File: src/rtl/pwm_generator.sv
// -----------------------------------------------------------------------------
// pwm_generator
//
// Motor-side end of the pwm_update / pwm_ratio / pwm_done handshake driven by
// the PID controller. An 8-bit duty request plus a direction becomes a
// registered PWM waveform and a registered direction pin.
//
// Timing:
//   - One PWM tick is PRESCALE clock cycles.
//   - One PWM period is 255 ticks.
//   - A new ratio is applied only at a period boundary, and each application
//     is acknowledged by a one-cycle pwm_done pulse.
//   - A direction reversal while the duty is nonzero inserts a dead-time of
//     DEAD_TICKS ticks with the output held low. The new ratio and direction
//     take effect after the dead-time.
//
// Ports:
//   clock          in   1  main clock
//   reset_n        in   1  asynchronous active-low reset
//   pwm_enable     in   1  run enable; low forces IDLE
//   pwm_update     in   1  level request: apply ratio/direction at next boundary
//   pwm_ratio      in   8  requested high-time out of 255
//   pwm_direction  in   1  requested motor direction
//   pwm_done       out  1  one-cycle pulse: requested ratio now active
//   pwm_signal     out  1  PWM output to motor driver (registered)
//   pwm_dir_out    out  1  active direction to motor driver (registered)
//   active_ratio   out  8  ratio currently applied
// -----------------------------------------------------------------------------
module pwm_generator #(
    parameter int unsigned PRESCALE   = 16,  // clock cycles per PWM tick (>=1)
    parameter int unsigned DEAD_TICKS = 255  // forced-low ticks on reversal (>=1)
) (
    input  logic       clock,
    input  logic       reset_n,
    input  logic       pwm_enable,
    input  logic       pwm_update,
    input  logic [7:0] pwm_ratio,
    input  logic       pwm_direction,
    output logic       pwm_done,
    output logic       pwm_signal,
    output logic       pwm_dir_out,
    output logic [7:0] active_ratio
);

    localparam int unsigned     PS_W        = (PRESCALE > 1) ? $clog2(PRESCALE) : 1;
    localparam logic [PS_W-1:0] PS_LAST     = PS_W'(PRESCALE - 1);
    localparam logic [7:0]      PERIOD_LAST = 8'd254;
    localparam logic [15:0]     DEAD_LAST   = 16'(DEAD_TICKS - 1);

    typedef enum logic [1:0] {
        IDLE = 2'd0,
        RUN  = 2'd1,
        DEAD = 2'd2
    } state_e;

    state_e          state_q,      state_d;
    logic [PS_W-1:0] prescale_q,   prescale_d;
    logic [7:0]      period_q,     period_d;
    logic [15:0]     dead_q,       dead_d;
    logic [7:0]      ratio_q,      ratio_d;
    logic            dir_q,        dir_d;
    logic [7:0]      pend_ratio_q, pend_ratio_d;
    logic            pend_dir_q,   pend_dir_d;
    logic            done_q,       done_d;
    logic            signal_q,     signal_d;

    logic tick;
    logic boundary;

    assign tick     = (prescale_q == PS_LAST);
    assign boundary = tick && (period_q == PERIOD_LAST);

    // NOTE: every variable driven here gets a default first. Any path that
    // leaves a variable unassigned would otherwise infer a latch.
    always_comb begin
        state_d      = state_q;
        prescale_d   = prescale_q;
        period_d     = period_q;
        dead_d       = dead_q;
        ratio_d      = ratio_q;
        dir_d        = dir_q;
        pend_ratio_d = pend_ratio_q;
        pend_dir_d   = pend_dir_q;
        // done defaults low, so it can only ever be a one-cycle pulse.
        done_d       = 1'b0;

        unique case (state_q)
            IDLE: begin
                prescale_d = '0;
                period_d   = '0;
                dead_d     = '0;
                ratio_d    = '0;
                if (pwm_enable) begin
                    // Preload the counters to the last tick of a period, so
                    // the first RUN cycle is already a boundary.
                    state_d    = RUN;
                    prescale_d = PS_LAST;
                    period_d   = PERIOD_LAST;
                end
            end

            RUN: begin
                prescale_d = tick ? '0 : prescale_q + 1'b1;
                if (tick) begin
                    period_d = (period_q == PERIOD_LAST) ? 8'd0 : period_q + 8'd1;
                end

                if (!pwm_enable) begin
                    state_d    = IDLE;
                    prescale_d = '0;
                    period_d   = '0;
                    ratio_d    = '0;
                end else if (boundary && pwm_update) begin
                    if ((pwm_direction == dir_q) || (ratio_q == 8'd0)) begin
                        ratio_d = pwm_ratio;
                        dir_d   = pwm_direction;
                        done_d  = 1'b1;
                    end else begin
                        // Reversal under load: park the request and force
                        // the output low for the dead-time.
                        state_d      = DEAD;
                        ratio_d      = '0;
                        pend_ratio_d = pwm_ratio;
                        pend_dir_d   = pwm_direction;
                        dead_d       = '0;
                    end
                end
            end

            DEAD: begin
                prescale_d = tick ? '0 : prescale_q + 1'b1;
                period_d   = '0;
                if (tick) begin
                    dead_d = dead_q + 16'd1;
                end

                if (!pwm_enable) begin
                    state_d    = IDLE;
                    prescale_d = '0;
                    dead_d     = '0;
                    ratio_d    = '0;
                end else if (tick && (dead_q == DEAD_LAST)) begin
                    state_d = RUN;
                    ratio_d = pend_ratio_q;
                    dir_d   = pend_dir_q;
                    dead_d  = '0;
                    done_d  = 1'b1;
                end
            end

            default: begin
                state_d    = IDLE;
                prescale_d = '0;
                period_d   = '0;
                dead_d     = '0;
                ratio_d    = '0;
            end
        endcase

        // The output compare uses the post-edge counter and ratio. This keeps
        // the registered pin aligned with the state it describes.
        signal_d = (state_d == RUN) && (period_d < ratio_d);
    end

    // NOTE: state registers use non-blocking assignments only. Blocking
    // assignments here would make the result depend on block evaluation order.
    always_ff @(posedge clock or negedge reset_n) begin
        if (!reset_n) begin
            state_q      <= IDLE;
            prescale_q   <= '0;
            period_q     <= '0;
            dead_q       <= '0;
            ratio_q      <= '0;
            dir_q        <= 1'b0;
            pend_ratio_q <= '0;
            pend_dir_q   <= 1'b0;
            done_q       <= 1'b0;
            signal_q     <= 1'b0;
        end else begin
            state_q      <= state_d;
            prescale_q   <= prescale_d;
            period_q     <= period_d;
            dead_q       <= dead_d;
            ratio_q      <= ratio_d;
            dir_q        <= dir_d;
            pend_ratio_q <= pend_ratio_d;
            pend_dir_q   <= pend_dir_d;
            done_q       <= done_d;
            signal_q     <= signal_d;
        end
    end

    assign pwm_done     = done_q;
    assign pwm_signal   = signal_q;
    assign pwm_dir_out  = dir_q;
    assign active_ratio = ratio_q;

endmodule

File: config.mk
export PLATFORM = sky130hd
export DESIGN_NAME = pwm_generator
export DESIGN_NICKNAME = d
export VERILOG_FILES = /design/src/rtl/pwm_generator.sv
export SDC_FILE = /design/constraint.sdc
export NUM_CORES = 1
export LEC_CHECK = 0
export ABC_AREA = 1
export BUFFER_PORTS_ARGS = -buffer_cell sky130_fd_sc_hd__buf_4
export CAP_MARGIN = 20
export CORE_UTILIZATION = 60
export CTS_CLUSTER_DIAMETER = 200
export DETAILED_ROUTE_END_ITERATION = 6
export PLACE_DENSITY = 0.88
export SYNTH_ARGS = -nofsm -noshare
export SYNTH_HDL_FRONTEND = slang
export SYNTH_SLANG_ARGS = --single-unit
File: constraint.sdc
create_clock -name clock -period 2.9 [get_ports clock]
set_clock_uncertainty 0.05 [all_clocks]
set_input_delay 0 -clock clock [delete_from_list [all_inputs] [get_ports clock]]
set_output_delay 0 -clock clock [all_outputs]
set_load 0.02 [all_outputs]
==> impl_summary.md <==
Outcome
The run finished with clean final reports.

Route
The routed length per instance is 15.41 µm. The detailed router placed 2,963 vias in this run. The per-cell via count in the routed design is 5.787.

The remaining design rule violation count is 0. Wires add up to 7.889 mm. Before antenna repair, the detailed router went through 5 iterations. The violation count after the first detailed-routing iteration is 476. The post-detailed-route count of antenna-violating nets is 0.

Place
The global placement routability congestion is 0.9320. Summed over all nets, the half-perimeter wirelength after detailed placement is 5.552 mm. During placement, the flow inserted port buffers numbering 23.

Logic synthesis
By area, the combinational part of the netlist is dominated by simple AND/OR/NAND/NOR gates. By area the synthesized netlist is led by dfrtp_1 40%, nand2_1 8.7%, inv_1 8.6%. Of the total synthesized cell area, the portion taken by full adders, half adders and majority gates is 0.06475. After synthesis, the most frequently instantiated cells are 72 x nand2_1, 71 x inv_1, 50 x dfrtp_1. The area share of the leading cell type in the synthesized netlist is 0.4047. After synthesis, the share of flip-flops with an asynchronous set or reset is 1.000.

The cell taking the most area after synthesis is dfrtp_1. Of the total synthesized cell area, the portion taken by XOR and XNOR cells is 0.03399. The synthesized design contains 0 enable-type register cells. The cell count after synthesis is 406. The synthesized area per cell is 7.615 µm². The post-synthesis net count is 435. The sequential element share of the synthesized area is 0.4047. The synthesis-stage register bit count is 50. The most common cell in the synthesized netlist is nand2_1. Of the total synthesized cell area, the portion taken by AND, OR, NAND and NOR gates is 0.2408. The flip-flop cell with the highest count after synthesis is dfrtp_1. Measured against the total synthesized area, the mux share comes to 0. The complex-gate fraction of the synthesized area came to 0.1514.

Counting distinct cell types in the post-synthesis netlist gives 35. The count of warnings emitted by yosys is 0. The cell area that synthesis handed to floorplanning was 3092 µm².

Power and ir drop
The cell leakage power is 0.001671 µW. VDD sags by at most 0.3381 mV. Dividing total power by cell area gives a power density of 536.8 nW/µm².

Critical path
For the worst flop-to-flop path, the logic depth is 15. The data arrival time at the worst-slack endpoint is 2.89 ns. STA classifies the critical path endpoint as a flop. Counting stages on the worst path, the most repeated cell is inv_1. The worst setup path is launched from a flop. Data on the critical path is required at its endpoint by 3.08 ns. The most critical setup path has its startpoint at active_ratio[7].

The worst register-to-register path begins at active_ratio[7]. The type of the worst setup path is flop to flop. Walking the worst path, the cells encountered are nor2_1, nand2_1, o21ai_4, inv_1, nor2_4, a22oi_1, nor2_1, inv_1, a21oi_2, inv_1, ha_1, a21oi_1, o21a_1, nand4_1, a21oi_1. The slowest library cell on the worst path is dfrtp_1. In this design, the stage delay of the slowest critical-path cell is 0.42 ns. Of all nets on the critical path, the largest fanout is 7. The destination of the worst register-to-register timing path is pwm_signal. The worst register-to-register path has a setup slack of 0.19 ns.

Timing
The routed design could run at a clock period as short as 2.708 ns. Setup repair after global routing left no endpoint under its margin. The summed negative setup slack over all endpoints is 0 ns. The worst pin sits at a relative slew slack of 0.5674.

The maximum operating frequency is 369.2 MHz. The final max-slew violation count is 0. The hold violation count in the final report is 0. The number of setup violations in the final report is 0.

For the pin with the worst max-slew slack, the measured transition is 0.6489 ns. Of the available clock period, the critical path in the final layout requires 0.9339.

Global routing
The first-pass GRT wire length is 12.73 mm. The initial antenna violation count is 0. For this run the aggregate overflow at the end of global routing stands at 0. The largest net degree at the start of global routing is 51. The all-layer global routing usage is 0.3083. The via count of the first global-routing pass is 2,800.

Floorplan
The initial utilization of the core area, before any placement, comes to 0.6377. The row count is 25. Measured along the y axis, the die boundary spans 73.79 µm. The chip width is 73.79 µm. The standard cell core area is 4848 µm². During I/O placement, the number of pins put on the boundary was 24.

The die area is 5444 µm².

Clock tree
In this run, CTS created clock tree buffers numbering 5. TritonCTS built the clock tree. The H-tree generated during clock tree synthesis spans 2 levels.

The buffer depth of the longest clock path is 2. At the later pin of the worst-skew pair, clock insertion delay measures 0.30 ns. The tree is rooted in a clkbuf_8. Clock-pin slew was measured on the worst setup and hold paths at 0.09 ns. The number of sinks on the clock net is 50.

Cells and area
From synthesis to final layout, the design area changed by 16.51%. The antenna diode instance count is 0. The layout cell share with drive strength beyond 1 is 0.1303.

After the last flow step, the layout net total stands at 474. The final core utilization is 0.7430.

Worst hold path
The worst hold path passes through 3 cells. The worst hold path begins at pwm_enable. The destination of the worst hold path is dead_q[10].

The path class of the tightest hold or removal check is input pin to flop.

Job
The number of max-cap violations is 0.
## registers in the layout, summed over array words and instances, names as in the netlist
register,count
pwm_dir_out,1
pwm_done,1
pend_ratio_q,8
pend_dir_q,1
period_q,8
prescale_q,4
pwm_signal,1
active_ratio,8
state_q,2
dead_q,16
## where the power goes
group | switching, µW | internal [µW]
Clock | 220 | 167
Sequential | 83.1 | 779
Combinational | 428 | 257
## kinds of logic after synthesis
| family | count (synthesis) |
|---|---|
| flops | 50 |
| xor+xnor | 12 |
| compound gates | 82 |
| fa+ha+maj | 16 |
| buf+inv | 83 |
| simple gates | 163 |
## stage by stage
stage / hold WS, ns / std cells / cell area, µm² / worst slack [ns] / total power (µW)
2_1_floorplan: -0.3456 / 406 / 3092 / 0.4373 / 1310
6_report: 0.007617 / 512 / 3602 / 0.1917 / 1934
4_1_cts: 0.008063 / 511 / 3528 / 0.009568 / 1892
3_3_place_gp: 0.01604 / 494 / 3352 / 0.1168 / 1465
5_1_grt: 0.02397 / 512 / 3602 / 0.003357 / 2052
3_5_place_dp: 0.01731 / 494 / 3352 / 0.04499 / 1499
## area by class of cell
| type | count | area, µm² |
|---|---|---|
| clock buffer | 7 | 76.32 |
| fill | 345 | 1246 |
| inverter | 75 | 281.5 |
| multi-input combinational | 273 | 1584 |
| sequential | 50 | 1251 |
| tap | 67 | 83.83 |
| timing repair buffer | 40 | 325.3 |
## worst max-delay path by stage
stage / endpoint / slack (ns) / depth (start not counted)
after CTS: pwm_signal / 0.01 / 13
after global routing: pwm_signal / 0.003 / 14
after floorplan: pwm_signal / 0.44 / 16
after detailed placement: pwm_signal / 0.04 / 13
after global placement: pwm_signal / 0.12 / 13
final: pwm_signal / 0.19 / 15
## routing by layer
layer | share of wire | vias to the layer above | global-route usage
met3 | 0.075 | 24 | 0.06722
met2 | 0.47 | 156 | 0.4995
met1 | 0.43 | 1386 | 0.4072
li1 | - | 1397 | -
met4 | 0.024 | 0 | 0.1068
met5 | 0 | - | 0
## what timing repair did
action / CTS / global route
hold buffers: 10 / 0
endpoints found under the setup margin: 0 / 1
resized for setup: 0 / 15
endpoints found under the hold margin: 59 / 0
buffers inserted: 0 / 1
## worst max-delay path, delay by kind of cell, from the launching register on
| kind | cells | cell delay (ns) |
|---|---|---|
| AOI/OAI and AO/OA | 6 | 0.95 |
| adders and majority gates | 1 | 0.29 |
| buffers and inverters | 3 | 0.24 |
| DFF | 1 | 0.42 |
| and+or+nand+nor | 5 | 0.68 |
## cell usage in the layout (no fill, tap or decap), types with 2 or more instances in the layout
| cell | instances |
|---|---|
| nor2_4 | 4 |
| clkbuf_8 | 5 |
| xor2_1 | 10 |
| nand4_1 | 10 |
| o31ai_1 | 2 |
| nand2_1 | 72 |
| ha_1 | 15 |
| xnor2_1 | 2 |
| inv_2 | 4 |
| nor2_2 | 4 |
| a21oi_1 | 31 |
| dfrtp_1 | 50 |
| a22oi_1 | 7 |
| nor2_1 | 34 |
| o21ai_0 | 22 |
| nor4_1 | 2 |
| nor3_1 | 13 |
| o21ai_1 | 7 |
| o22ai_1 | 2 |
| nand3_1 | 17 |
| a21oi_2 | 2 |
| clkbuf_1 | 2 |
| inv_1 | 71 |
| nand3_4 | 2 |
| buf_4 | 30 |
| dlygate4sd3_1 | 10 |
| o211ai_1 | 2 |
No activity file was read; power rests on OpenSTA's default activity.
